File: config.mk
export PLATFORM = sky130hd
export DESIGN_NAME = aes_uart_frame_loader
export DESIGN_NICKNAME = d
export VERILOG_FILES = /design/src/rtl/aes_uart_frame_loader.sv
export SDC_FILE = /design/constraint.sdc
export NUM_CORES = 1
export LEC_CHECK = 0
export BUFFER_PORTS_ARGS = -buffer_cell sky130_fd_sc_hd__buf_2
export CAP_MARGIN = 20
export CORE_MARGIN = 2
export CORE_UTILIZATION = 59
export DETAILED_ROUTE_END_ITERATION = 16
export MAX_ROUTING_LAYER = met4
export PLACE_DENSITY = 0.82
export SLEW_MARGIN = 20
export SYNTH_ARGS = -nofsm -noshare
export SYNTH_HDL_FRONTEND = slang
export SYNTH_SLANG_ARGS = --single-unit
export TNS_END_PERCENT = 100
File: constraint.sdc
create_clock -name clk -period 4.8 [get_ports clk]
set_clock_uncertainty 0.1 [all_clocks]
set_input_delay 0.48 -clock clk [delete_from_list [all_inputs] [get_ports clk]]
set_output_delay 0.48 -clock clk [all_outputs]
set_load 0.02 [all_outputs]
File: src/rtl/aes_uart_frame_loader.sv
// Frame parser between UART RX and the AES datapath: command byte + MSB-first payload
// is assembled into either the cipher key or a 128-bit plaintext block.
module aes_uart_frame_loader #(
    parameter int          NK             = 4,
    parameter int          TIMEOUT_CYCLES = 100000,
    parameter logic [7:0]  CMD_KEY        = 8'h4B,
    parameter logic [7:0]  CMD_DATA       = 8'h44
) (
    input  logic              clk,
    input  logic              rst,
    input  logic              rx_valid,
    input  logic [7:0]        rx_data,
    output logic [NK*32-1:0]  key,
    output logic              key_valid,
    output logic [127:0]      block,
    output logic              block_valid,
    input  logic              block_ready,
    output logic              busy,
    output logic              frame_err
);

    localparam int KW   = NK * 32;
    localparam int KB   = NK * 4;
    localparam int SW   = (KW > 128) ? KW : 128;
    localparam int MAXB = (KB > 16) ? KB : 16;
    localparam int CW   = $clog2(MAXB + 1);
    localparam int TW   = $clog2(TIMEOUT_CYCLES + 2);

    typedef enum logic [1:0] {
        S_IDLE,
        S_RECV_KEY,
        S_RECV_DATA,
        S_HOLD
    } state_t;

    state_t           state_q;
    logic [CW-1:0]    count_q;
    logic [TW-1:0]    tmo_q;
    logic [SW-1:0]    shreg_q;
    logic [KW-1:0]    key_q;
    logic             key_valid_q;
    logic [127:0]     block_q;
    logic             block_valid_q;
    logic             busy_q;
    logic             frame_err_q;

    logic [SW-1:0]    shreg_d;
    logic             timeout_hit;
    logic             last_key_byte;
    logic             last_data_byte;

    assign shreg_d        = {shreg_q[SW-9:0], rx_data};
    assign last_key_byte  = (count_q == CW'(KB - 1));
    assign last_data_byte = (count_q == CW'(15));
    // Fires on the idle cycle that would bring the counter up to the limit; a byte
    // arriving in that same cycle takes precedence.
    assign timeout_hit    = (TIMEOUT_CYCLES != 0) && !rx_valid &&
                            (tmo_q == TW'(TIMEOUT_CYCLES - 1));

    always_ff @(posedge clk) begin
        if (rst) begin
            state_q       <= S_IDLE;
            count_q       <= '0;
            tmo_q         <= '0;
            shreg_q       <= '0;
            key_q         <= '0;
            key_valid_q   <= 1'b0;
            block_q       <= '0;
            block_valid_q <= 1'b0;
            busy_q        <= 1'b0;
            frame_err_q   <= 1'b0;
        end else begin
            key_valid_q <= 1'b0;
            frame_err_q <= 1'b0;
            case (state_q)
                S_IDLE: begin
                    if (rx_valid) begin
                        count_q <= '0;
                        tmo_q   <= '0;
                        shreg_q <= '0;
                        if (rx_data == CMD_KEY) begin
                            state_q <= S_RECV_KEY;
                            busy_q  <= 1'b1;
                        end else if (rx_data == CMD_DATA) begin
                            state_q <= S_RECV_DATA;
                            busy_q  <= 1'b1;
                        end else begin
                            frame_err_q <= 1'b1;
                        end
                    end
                end
                S_RECV_KEY: begin
                    if (rx_valid) begin
                        shreg_q <= shreg_d;
                        tmo_q   <= '0;
                        if (last_key_byte) begin
                            key_q       <= shreg_d[KW-1:0];
                            key_valid_q <= 1'b1;
                            count_q     <= '0;
                            state_q     <= S_IDLE;
                            busy_q      <= 1'b0;
                        end else begin
                            count_q <= count_q + CW'(1);
                        end
                    end else if (timeout_hit) begin
                        count_q     <= '0;
                        tmo_q       <= '0;
                        state_q     <= S_IDLE;
                        busy_q      <= 1'b0;
                        frame_err_q <= 1'b1;
                    end else if (TIMEOUT_CYCLES != 0) begin
                        tmo_q <= tmo_q + TW'(1);
                    end
                end
                S_RECV_DATA: begin
                    if (rx_valid) begin
                        shreg_q <= shreg_d;
                        tmo_q   <= '0;
                        if (last_data_byte) begin
                            block_q       <= shreg_d[127:0];
                            block_valid_q <= 1'b1;
                            count_q       <= '0;
                            state_q       <= S_HOLD;
                        end else begin
                            count_q <= count_q + CW'(1);
                        end
                    end else if (timeout_hit) begin
                        count_q     <= '0;
                        tmo_q       <= '0;
                        state_q     <= S_IDLE;
                        busy_q      <= 1'b0;
                        frame_err_q <= 1'b1;
                    end else if (TIMEOUT_CYCLES != 0) begin
                        tmo_q <= tmo_q + TW'(1);
                    end
                end
                S_HOLD: begin
                    // Overrun byte is dropped, but a coincident handshake still completes.
                    if (rx_valid) begin
                        frame_err_q <= 1'b1;
                    end
                    if (block_ready) begin
                        block_valid_q <= 1'b0;
                        state_q       <= S_IDLE;
                        busy_q        <= 1'b0;
                    end
                end
                default: begin
                    state_q <= S_IDLE;
                    busy_q  <= 1'b0;
                end
            endcase
        end
    end

    assign key         = key_q;
    assign key_valid   = key_valid_q;
    assign block       = block_q;
    assign block_valid = block_valid_q;
    assign busy        = busy_q;
    assign frame_err   = frame_err_q;

endmodule

-- After elaboration in Yosys (flattened, before gate mapping)
Cells that the tools add are included.
- output and inout bits: 260
- input bits: 12
- register bits after elaboration: 404
- eq/ne operators: 17
- muxes and demuxes: 42
- bitwise operators: 2
- add/sub/neg operators: 2
- reduce and logical (&&, ||, !) cells: 15
- operator list (operator ; number):
    $mux W120 ; 2
    $pmux W120 S2 ; 1
    $mux W17 ; 3
    $pmux W17 S2 ; 1
    $mux W5 ; 4
    $mux W2 ; 9
    $add A17 B1 Y17 const B ; 1
    $eq A17 B17 Y1 const B ; 1
    $mux W1 ; 17
    $eq A8 B7 Y1 const B ; 2
    $reduce_and A3 Y1 ; 4
    $ne A2 B2 Y1 const B ; 5
    $pmux W5 S2 ; 1
    $reduce_and A5 Y1 ; 2
    $ne A3 B3 Y1 const B ; 3
    $pmux W2 S4 ; 1
    $add A5 B1 Y5 const B ; 1
    $eq A5 B4 Y1 const B ; 1
    $eq A2 B2 Y1 const B ; 2
    $pmux W1 S4 ; 1
    $reduce_and A4 Y1 ; 1
    $reduce_bool A2 Y1 ; 2
    $ne A3 B1 Y1 const B ; 1
    $pmux W1 S3 ; 1
    10 further kinds ; 11

-- Longest topological paths before layout
Gate-level depths: netlist of the first run.
- depth in word-level cells: 5
- gate-level depth with buffers: 9

-- Worst setup path after synthesis of the first run
OpenSTA, ideal clock, no wires.
- path kind: register -> register
- start: register state_q[0]
- end: register count_q[2]
- arrival time: 1.659 ns
- setup time: 0.124 ns
- path slack: 2.917 ns
- data required time: 4.576 ns
- cell stages (with the launch flop): 9
- cell sequence: dfxtp_1 -> inv_1 -> ha_1 -> and2b_1 -> nor2_1 -> inv_2 -> o221ai_4 -> buf_6 -> o211ai_2
- word-level cells in the longest chain between the ends: 4
- elaborated cells on any way between the ends: 9
- RTL lines (element ; RTL line ; RTL):
    from (decl) ; 36 ; state_t state_q;
    from (signal assigned) ; 62 ; state_q <= S_IDLE;
    from (signal assigned) ; 82 ; state_q <= S_RECV_KEY;
    from (signal assigned) ; 85 ; state_q <= S_RECV_DATA;
    $eq A2 B2 Y1 / $eq A2 B1 Y1 (equally long branches) ; 75 ; case (state_q)
    $reduce_or A2 Y1 (no line) ; n/a ;
    $ne A3 B1 Y1 (no line) / $reduce_bool A2 Y1 (equally long branches) ; n/a ;
    $reduce_and A3 Y1 (no line) ; n/a ;
    to (signal assigned) ; 103 ; count_q <= count_q + CW'(1);
    to (signal assigned) ; 125 ; count_q <= count_q + CW'(1);
    to (decl) ; 37 ; logic [CW-1:0] count_q;
Parallel ways exist; a longest one is shown, timed or not.
A chain may end at the register's enable or synchronous reset.

-- Worst setup path in the final report of the first run
- start: register state_q[0]
- end: register block_q[48], in the netlist block[48]
- word-level cells in the longest chain between the ends: 2
- RTL lines (element ; RTL line ; RTL):
    $eq A2 B2 Y1 ; 75 ;
    $reduce_and A3 Y1 (no line) ; n/a ;
    to (signal assigned) ; 120 ; block_q <= shreg_d[127:0];
    to (decl) ; 42 ; logic [127:0] block_q;
Every way passes these cells.

==> run_results.csv, run 1 <==
group,metric,value,unit
yosys,synth_top_area_cell,"dfxtp_1",
global_route,grt_pass1_vias,10880,
worst_setup_path,rrSetupSlack,1.92,ns
worst_setup_path,critical_path_buf_inv_count,3,
sta,fin_crit_sh,60.07,%
yosys,synth_top_area_share,57.35,%
power_and_ir_drop,peakVddDrop,254.4,uV
worst_setup_path,max_stage_delay,0.74,ns
yosys,yosysUniqueCellTypes,50,
finish,syn_to_final_growth,17.58,%
worst_setup_path,worst_r2r_startpoint,"state_q[0]",
worst_setup_path,crit_chain,"inv_1, ha_1, nand2_1, inv_1, nand2_4, buf_4, nand2_1, a21oi_1",
worst_setup_path,required,5.14,ns
finish,drive_above_1_share,19.48,%
worst_hold_path,worst_hold_path.endpoint,"key[1]",
power_and_ir_drop,p_leak,6.593,nW
floorplanning,die_h,158.6,um
job,maxCapViolations,0,
drt,ant_nets,0,
yosys,syn_area,14100,um^2
worst_setup_path,crit_cells,8,
yosys,synth_area_leaders,"dfxtp_1 (57%), nand2_1 (14%), a21oi_1 (9.2%)",
finish,fill_cells,1823,
yosys,synth-async-reset-ratio,0,%
global_route,grt_overflow,0,
yosys,yosysWarnings,0,
yosys,synth_seq_cells,404,
global_route,grt_max_degree,142,
drt,routedWlPerCell,17.09,um
floorplanning,start_util,60.08,%
cts,post_cts_resized,0,
sta,setup_viol,0,
finish,nets,1837,
worst_setup_path,criticalPathCategory,"flip-flop to flip-flop",
worst_setup_path,start_kind,"flip-flop",
sta,slew_violations,0,
power_and_ir_drop,power_per_cell_area,389.4,nW/um^2
yosys,syn_nets,1631,
placement,place.gp.congestion,0.8453,
yosys,synthCells,1612,
yosys,synth-seq-area-share,57.35,%
sta,timing.hold.ws,0.1455,ns
worst_setup_path,path_delay_family,"buffers and inverters",
sta,slew_headroom,36.23,%
drt,dr.pass1.iters,6,
cts,clkTransAtPathRegs,0.06,ns
cts,root_buffer,"clkbuf_16",
placement,port_buffers,271,
worst_hold_path,min_from,"rx_data[1]",
floorplanning,die_w,158.6,um
sta,hold_viol_final,0,
cts,htreeDepth,2,
worst_setup_path,worstRegToRegCells,8,
floorplanning,row_count,56,
finish,n_antenna_cell,0,
drt,num_vias,12100,
drt,via_per_inst,5.596,
drt,drt_iter0_markers,1023,
worst_setup_path,reg2reg_to,"block[48]",
cts,cts_sinks,404,
sta,rsz0062_at_grt,"no",
sta,tns,0,ns
cts,cts.path.max_buffers,3,
global_route,grt_pass1_wl,57.36,mm
worst_setup_path,end_kind,"flip-flop",
run_status,outcome,"finished, final reports clean",
cts,cts_tree,"done",
global_route,grt_use_total,29.12,%
yosys,avgSynthCellArea,8.748,um^2
sta,fin_crit,2.883,ns
sta,worst_pin_slew,0.9565,ns
worst_hold_path,holdPathStages,3,
sta,fmax,0.3468,GHz
worst_hold_path,hp-class,"input pin to flip-flop",
floorplanning,design.core.area,23470,um^2
global_route,antenna_found_initial,0,
floorplanning,ios,272,
yosys,synthFlopType,"dfxtp_1",
cts,cts_inserted_buffers,40,
worst_setup_path,arrival,3.22,ns
worst_setup_path,slowest_stage,"buf_4",
cts,hold_buffers,0,
yosys,synth_edf_count,0,
drt,drc_errors,0,
cts,postCtsSetupBuffers,0,
worst_setup_path,cp_max_fo,71,
floorplanning,die-area,25160,um^2
drt,drt_wl_total,36.95,mm
placement,hpwl,23.19,mm
cts,worstSkewPairLatency,0.51,ns
## sequential cells by signal (all words and copies together) (netlist names)
| register | cells |
|---|---|
| frame_err | 1 |
| key | 128 |
| busy | 1 |
| state_q | 2 |
| count_q | 5 |
| tmo_q | 17 |
| shreg_q | 120 |
| key_valid | 1 |
| block_valid | 1 |
| block | 128 |
## area by class of cell
type	count	area, um^2	area share, %
Multi-Input combinational cell	1079	5381	32.46
Clock buffer	59	1164	7.018
Timing Repair Buffer	284	1464	8.829
Inverter	9	33.78	0.2037
Tap cell	319	399.1	2.407
Clock inverter	8	51.30	0.3094
Sequential cell	404	8088	48.78
## kinds of logic (layout without fill, tap and decap cells)
kind of cell | count (synthesis) | in the layout | synth area share, %
buffers and inverters | 129 | 360 | 4.871
DFF | 404 | 404 | 57.35
muxes | 1 | 1 | 0.07098
AOI/OAI and AO/OA | 403 | 403 | 17.63
xor gates and xnor gates | 16 | 16 | 0.9937
and+or+nand+nor | 652 | 652 | 18.46
adders and majority gates | 7 | 7 | 0.6210
## Yosys cell counts, types with 5 or more instances
cell type,count
buf_6,15
nor2_1,80
xor2_1,14
a22o_1,66
o21ai_0,5
nand4_1,6
nand3_1,11
a22oi_1,54
inv_1,8
clkbuf_1,64
dfxtp_1,404
and3_1,6
buf_4,16
a21oi_1,259
nand2_1,529
buf_2,21
ha_1,7
## stage by stage
stage / instances / util (%) / total power [W] / setup slack, ns / area (um^2)
finish: 2162 / 70.64 / 0.006456 / 1.917 / 16580
global route: 2162 / 70.64 / 0.006646 / 1.729 / 16580
CTS: 2162 / 70.64 / 0.006479 / 1.949 / 16580
detailed placement: 2095 / 65.46 / 0.003621 / 2.010 / 15370
global placement: 2095 / 65.46 / 0.003616 / 2.054 / 15370
floorplan: 1612 / - / 0.003577 / 2.917 / 14100
## per-layer routing
layer / GRT usage, % / part of all wire (%)
met1: 38.80 / 42
met3: 4.790 / 7.4
met5: - / 0
met4: 9.095 / 2.8
met2: 45.74 / 47
## worst max-delay path by stage
stage / startpoint / to / slack [ns]
after floorplan: state_q[0] / count_q[2] / 2.92
after global placement: count_q[1] / key[42] / 2.05
after detailed placement: count_q[0] / key[116] / 2.01
after CTS: count_q[0] / key[74] / 1.95
after global routing: count_q[0] / key[74] / 1.73
final: state_q[0] / block[48] / 1.92
## tightest hold or removal path: stages
cell,delay (ns)
buf_2,0.13
nand2_1,0.06
a21oi_1,0.05
## placed cells by master, fill, tap and decap left out, drive strengths merged, types with 7 or more instances in the layout
master  count
nand2     529
dfxtp     404
buf       284
a21oi     259
nor2       82
a22o       66
clkbuf     59
a22oi      54
xor2       14
nand3      11
inv        10
ha          7
nand4       7
## where the power goes
part / total [W] / switching [W] / internal (W)
Combinational: 0.000181 / 0.000143 / 0.0000380
Sequential: 0.00337 / 0.00000755 / 0.00336
Clock: 0.00291 / 0.00123 / 0.00168
Power figures use the tool's default switching activity.
==> run 2, diff against run 1 <==
--- a/config.mk
+++ b/config.mk
@@ -8,10 +8,10 @@
 export BUFFER_PORTS_ARGS = -buffer_cell sky130_fd_sc_hd__buf_2
 export CAP_MARGIN = 20
 export CORE_MARGIN = 2
-export CORE_UTILIZATION = 59
+export CORE_UTILIZATION = 55
 export DETAILED_ROUTE_END_ITERATION = 16
 export MAX_ROUTING_LAYER = met4
-export PLACE_DENSITY = 0.82
+export PLACE_DENSITY = 0.77
 export SLEW_MARGIN = 20
 export SYNTH_ARGS = -nofsm -noshare
 export SYNTH_HDL_FRONTEND = slang
==> constraint.sdc (replaced) <==
create_clock -name clk -period 2.9 [get_ports clk]
set_clock_uncertainty 0.1 [all_clocks]
set_input_delay 0.29 -clock clk [delete_from_list [all_inputs] [get_ports clk]]
set_output_delay 0.29 -clock clk [all_outputs]
set_load 0.02 [all_outputs]
==> run 2 against run 1 <==
Sequential power up 65%. Die area up 7.1%. Critical path depth down 1. Final cell count up 1.3%. Flip-flop and latch count unchanged. Core utilization down 3.6 points. Global-route usage decreased by 2.1 points. Combinational power increased by 78%. Maximum frequency up 19%. Hold slack better by 0.093 ns. Wire length grew 0.21%. Largest cell class unchanged.
==> run_results.csv, run 2 (synthesized netlist as in run 1, its figures left out) <==
group,metric,value,unit
placement,port_buffers,271,
sta,tns,0,ns
run_status,outcome,"finished, final reports clean",
placement,pre_cts_ws,0.5223,ns
worst_setup_path,worstRegToRegCells,7,
sta,fin_ws,0.4693,ns
placement,dp_cells,2110,
sta,slew_headroom,39.87,%
finish,mostFrequentLayoutCell,"nand2_1",
worst_hold_path,hp-class,"input pin to flip-flop",
sta,timing.hold.ws,0.2388,ns
finish,syn_to_final_growth,19.64,%
global_route,grt_pass1_vias,10820,
worst_setup_path,end_kind,"flip-flop",
sta,fin_crit_sh,83.82,%
drt,via_per_inst,5.494,
sta,fmax,0.4114,GHz
cts,cts_inserted_buffers,40,
power_and_ir_drop,peakVddDrop,449.2,uV
drt,drt_iter0_markers,1215,
sta,hold_viol_final,0,
drt,routedWlPerCell,16.90,um
global_route,grt_overflow,0,
cts,root_buffer,"clkbuf_16",
floorplanning,start_util,56.00,%
drt,num_vias,12040,
worst_setup_path,reg2reg_to,"key[97]",
sta,slew_violations,0,
global_route,grt_pass1_wl,57.09,mm
cts,clkTransAtPathRegs,0.06,ns
finish,fin_area,16870,um^2
floorplanning,die_h,164.1,um
finish,n_antenna_cell,0,
finish,fill_cells,2050,
cts,worstSkewPairLatency,0.52,ns
global_route,antenna_found_initial,0,
sta,worst_pin_slew,0.9020,ns
global_route,grt_max_degree,206,
drt,dr.pass1.iters,7,
worst_setup_path,criticalPathCategory,"flip-flop to flip-flop",
worst_setup_path,arrival,2.69,ns
floorplanning,ios,272,
worst_hold_path,worst_hold_path.endpoint,"state_q[0]",
worst_hold_path,holdPathStages,4,
job,maxCapViolations,0,
drt,ant_nets,0,
worst_hold_path,min_from,"rx_valid",
finish,nets,1851,
sta,setup_viol,0,
placement,hpwl,23.27,mm
floorplanning,row_count,58,
finish,mostFrequentLayoutCells,"nand2_1 (528), dfxtp_1 (404), buf_2 (270)",
worst_setup_path,cp_max_fo,40,
placement,placed_area,15480,um^2
worst_setup_path,rrSetupSlack,0.47,ns
cts,cts_sinks,404,
worst_setup_path,worst_r2r_startpoint,"count_q[1]",
finish,final_cells,2191,
worst_setup_path,start_kind,"flip-flop",
global_route,grt_use_total,27.00,%
floorplanning,die-area,26940,um^2
worst_setup_path,required,3.16,ns
finish,drive_above_1_share,19.72,%
floorplanning,design.core.area,25180,um^2
sta,fin_crit,2.431,ns
cts,htreeDepth,2,
cts,cts_tree,"done",
drt,drc_errors,0,
floorplanning,die_w,164.1,um
placement,place.gp.congestion,0.8619,
power_and_ir_drop,p_leak,6.710,nW
sta,rsz0062_at_grt,"no",
drt,drt_wl_total,37.03,mm
power_and_ir_drop,power_per_cell_area,648.4,nW/um^2
cts,cts.path.max_buffers,3,
-- run 2: cell types whose count changed in the layout (fill, tap and decap cells not counted), moves of 2 or more --
| cell | before | now |
|---|---|---|
| dlygate4sd3_1 | 0 | 10 |
| buf_4 | 13 | 11 |
| clkinv_4 | 0 | 2 |
| buf_12 | 0 | 6 |
-- run 2: worst max-delay path by stage --
| stage | slack (ns) | from | to |
|---|---|---|---|
| floorplan | 1.02 | state_q[0] | count_q[2] |
| global placement | 0.56 | state_q[1] | shreg_q[105] |
| detailed placement | 0.52 | count_q[0] | key[100] |
| CTS | 0.49 | count_q[0] | key[97] |
| global route | 0.32 | count_q[0] | key[97] |
| finish | 0.47 | count_q[1] | key[97] |
-- run 2: layout make-up --
class                           instances  area [um^2]  area share [%]
Sequential cell                       404         8088           47.93
Multi-Input combinational cell       1079         5381           31.89
Timing Repair Buffer                  298         1669           9.892
Clock buffer                           59         1175           6.963
Tap cell                              330        412.9           2.447
Clock inverter                         12        112.6          0.6674
Inverter                                9        33.78          0.2002
-- run 2: stage by stage --
step                      utilization (%)  power [W]
after floorplan                         -   0.005921
after global placement              61.49   0.006002
after detailed placement            61.49   0.006004
after CTS                           67.00    0.01100
after global routing                67.00    0.01127
final                               67.00    0.01094
-- run 2: per-layer routing --
metal	vias up	share of wire [%]	global-route usage [%]
met5	-	0	-
met4	0	2.6	8.333
met3	60	7.4	4.975
met2	429	46	41.31
met1	5718	44	36.48
li1	5830	-	-
-- run 2: where the power goes --
part / switching, W / leakage [nW] / internal, W
Sequential: 0.0000119 / 3.25 / 0.00556
Combinational: 0.000245 / 2.83 / 0.0000774
Clock: 0.00213 / 0.627 / 0.00291
Total: 0.00239 / 6.71 / 0.00855
-- run 2: timing repair --
action	in CTS	in global routing
hold buffers	10	0
hold endpoints to repair	25	0
endpoints found under the setup margin	0	0
setup buffers	0	0
gates resized for setup	0	0
-- run 2: worst max-delay path, stage by stage (launching register included) --
cell and delay [ns]:
dfxtp_1 0.39, ha_1 0.24, nand3_1 0.12, nor2_2 0.29
nand3_4 0.44, buf_4 0.43, nand2_1 0.13, a21oi_1 0.07
==> run 3, diff against run 2 <==
--- a/config.mk
+++ b/config.mk
@@ -8,10 +8,10 @@
 export BUFFER_PORTS_ARGS = -buffer_cell sky130_fd_sc_hd__buf_2
 export CAP_MARGIN = 20
 export CORE_MARGIN = 2
-export CORE_UTILIZATION = 55
+export CORE_UTILIZATION = 49
 export DETAILED_ROUTE_END_ITERATION = 16
 export MAX_ROUTING_LAYER = met4
-export PLACE_DENSITY = 0.77
+export PLACE_DENSITY = 0.73
 export SLEW_MARGIN = 20
 export SYNTH_ARGS = -nofsm -noshare
 export SYNTH_HDL_FRONTEND = slang
==> constraint.sdc (replaced) <==
create_clock -name clk -period 2.2 [get_ports clk]
set_clock_uncertainty 0.1 [all_clocks]
set_input_delay 0.22 -clock clk [delete_from_list [all_inputs] [get_ports clk]]
set_output_delay 0.22 -clock clk [all_outputs]
set_load 0.02 [all_outputs]
==> run 3 against run 2 <==
Combinational power grew 38%. Register-to-register slack worse by 0.31 ns. Via count grew 0.71%. Worst setup slack worse by 0.31 ns. Power up 33%. First-iteration DRC count shrank 12%. Critical path depth grew 1. Hold slack worse by 0.038 ns. Clock power increased by 34%. Final area grew 1.7%. Critical endpoint is now block[75]. Largest cell class unchanged.
==> run_results.csv, run 3 (synthesized netlist as in run 1, its figures left out) <==
group,metric,value,unit
run_status,outcome,"finished, final reports clean",
floorplanning,design.core.area,28550,um^2
floorplanning,die_w,173.6,um
sta,tns,0,ns
drt,via_per_inst,5.371,
cts,root_buffer,"clkbuf_16",
sta,rsz0062_at_grt,"no",
global_route,antenna_found_initial,0,
finish,drive_above_1_share,20.50,%
drt,drc_errors,0,
cts,cts_sinks,404,
placement,hpwl,24.53,mm
finish,nets,1863,
placement,port_buffers,271,
drt,routed-wl-met2,17.57,mm
global_route,grt_use_total,25.30,%
finish,syn_to_final_growth,21.67,%
drt,routed.top_layer,"met4",
sta,fin_crit,2.038,ns
worst_setup_path,critical_path_buf_inv_count,3,
cts,htreeDepth,2,
global_route,grt_max_degree,163,
sta,hold_viol_final,0,
finish,n_antenna_cell,0,
finish,fin_area,17160,um^2
placement,placed_area,15720,um^2
job,maxCapViolations,0,
sta,slew_violations,0,
cts,worstSkewPairLatency,0.52,ns
drt,dr.pass1.iters,5,
power_and_ir_drop,seq_power_share,50.5,%
global_route,grt_pass1_vias,11190,
cts,postCtsSetupBuffers,0,
worst_setup_path,path_delay_family,"simple AND/OR/NAND/NOR gates",
power_and_ir_drop,p_int,0.01138,W
sta,fin_crit_sh,92.64,%
sta,worst_pin_slew,0.7544,ns
worst_setup_path,start_kind,"flip-flop",
power_and_ir_drop,peakVddDrop,643.7,uV
power_and_ir_drop,power.switching,0.003168,W
worst_setup_path,required,2.54,ns
power_and_ir_drop,p_sw_share,21.78,%
power_and_ir_drop,power.share.clock,46.5,%
cts,cts.path.max_buffers,3,
drt,drt_iter0_markers,1071,
cts,clkTransAtPathRegs,0.07,ns
placement,place.gp.congestion,0.8178,
drt,routedWlPerCell,16.93,um
sta,setup_viol,0,
floorplanning,die_h,173.6,um
floorplanning,start_util,49.40,%
worst_setup_path,criticalPathCategory,"flip-flop to flip-flop",
worst_hold_path,hp-class,"input pin to flip-flop",
drt,wl_met1,16.80,mm
worst_setup_path,arrival,2.37,ns
power_and_ir_drop,power_per_cell_area,847.9,nW/um^2
worst_setup_path,cp_max_fo,62,
global_route,grt_pass1_wl,60.73,mm
drt,drt_wl_total,38.21,mm
floorplanning,ios,272,
worst_setup_path,max_stage_delay,0.36,ns
power_and_ir_drop,p_leak,6.820,nW
floorplanning,row_count,62,
floorplanning,die-area,30150,um^2
finish,mostFrequentLayoutCell,"nand2_1",
sta,fmax,0.4906,GHz
finish,mostFrequentLayoutCells,"nand2_1 (528), dfxtp_1 (404), buf_2 (270)",
drt,num_vias,12120,
worst_setup_path,crit_chain,"inv_1, ha_1, nand2_1, inv_1, nand2_4, buf_16, nand2_1, a21oi_1",
drt,ant_nets,0,
sta,slew_headroom,49.71,%
cts,cts_inserted_buffers,41,
worst_setup_path,slowest_stage,"dfxtp_1",
drt,met3_wirelength,2.888,mm
cts,cts_tree,"done",
global_route,grt_overflow,0,
worst_setup_path,end_kind,"flip-flop",
power_and_ir_drop,pwr-share-comb,3.0,%
[run 3: area by class of cell]
cell class / count / area [um^2]
fillers: 2551 / 11390
flip-flops and latches: 404 / 8088
multi-input cells: 1079 / 5381
repair buffers: 309 / 1851
clock buffers: 57 / 1197
well taps: 384 / 480.5
clock inverters: 15 / 126.4
inverters: 9 / 33.78
[run 3: final timing paths]
check                           slack, ns       start  cells after the start          to
worst max-delay path                 0.16  state_q[0]                      8   block[75]
worst min-delay path                 0.20    rx_valid                      4  state_q[0]
worst max register to register       0.16  state_q[0]                      8   block[75]
worst min register to register       0.35     key[46]                      2     key[46]
[run 3: through the flow]
stage,std cells,worst slack (ns),utilization [%],total power [W],hold WS (ns)
finish,2257,0.1618,60.10,0.01455,0.2005
global route,2257,0.007989,60.10,0.01499,0.2479
CTS,2257,0.1551,60.06,0.01465,0.1754
detailed placement,2175,0.1863,55.08,0.007935,0.3440
global placement,2175,0.2063,55.08,0.007931,0.3386
floorplan,1612,0.3167,-,0.007804,0.2560
[run 3: what timing repair did]
action | 4_1_cts | 5_1_grt
hold buffers | 10 | 0
setup endpoints to repair | 0 | 2
gates resized for setup | 0 | 2
endpoints found under the hold margin | 26 | 0
[run 3: power by group through the flow]
stage	Combinational (W)	Clock, W	Sequential (W)
finish	0.000443	0.00676	0.00735
global route	0.000482	0.00716	0.00734
CTS	0.000440	0.00686	0.00735
detailed placement	0.000425	0	0.00751
global placement	0.000422	0	0.00751
floorplan	0.000294	0	0.00751
[run 3: worst min-delay path, cell delays in order]
cell	delay [ns]
buf_2	0.20
o21ai_0	0.14
o22ai_2	0.11
o32ai_1	0.11
[run 3: routing by layer]
| layer | GRT usage, % | vias to the layer above |
|---|---|---|
| met4 | 7.318 | 0 |
| met5 | - | - |
| met3 | 4.934 | 68 |
| met2 | 38.68 | 476 |
| li1 | - | 5845 |
| met1 | 34.25 | 5733 |
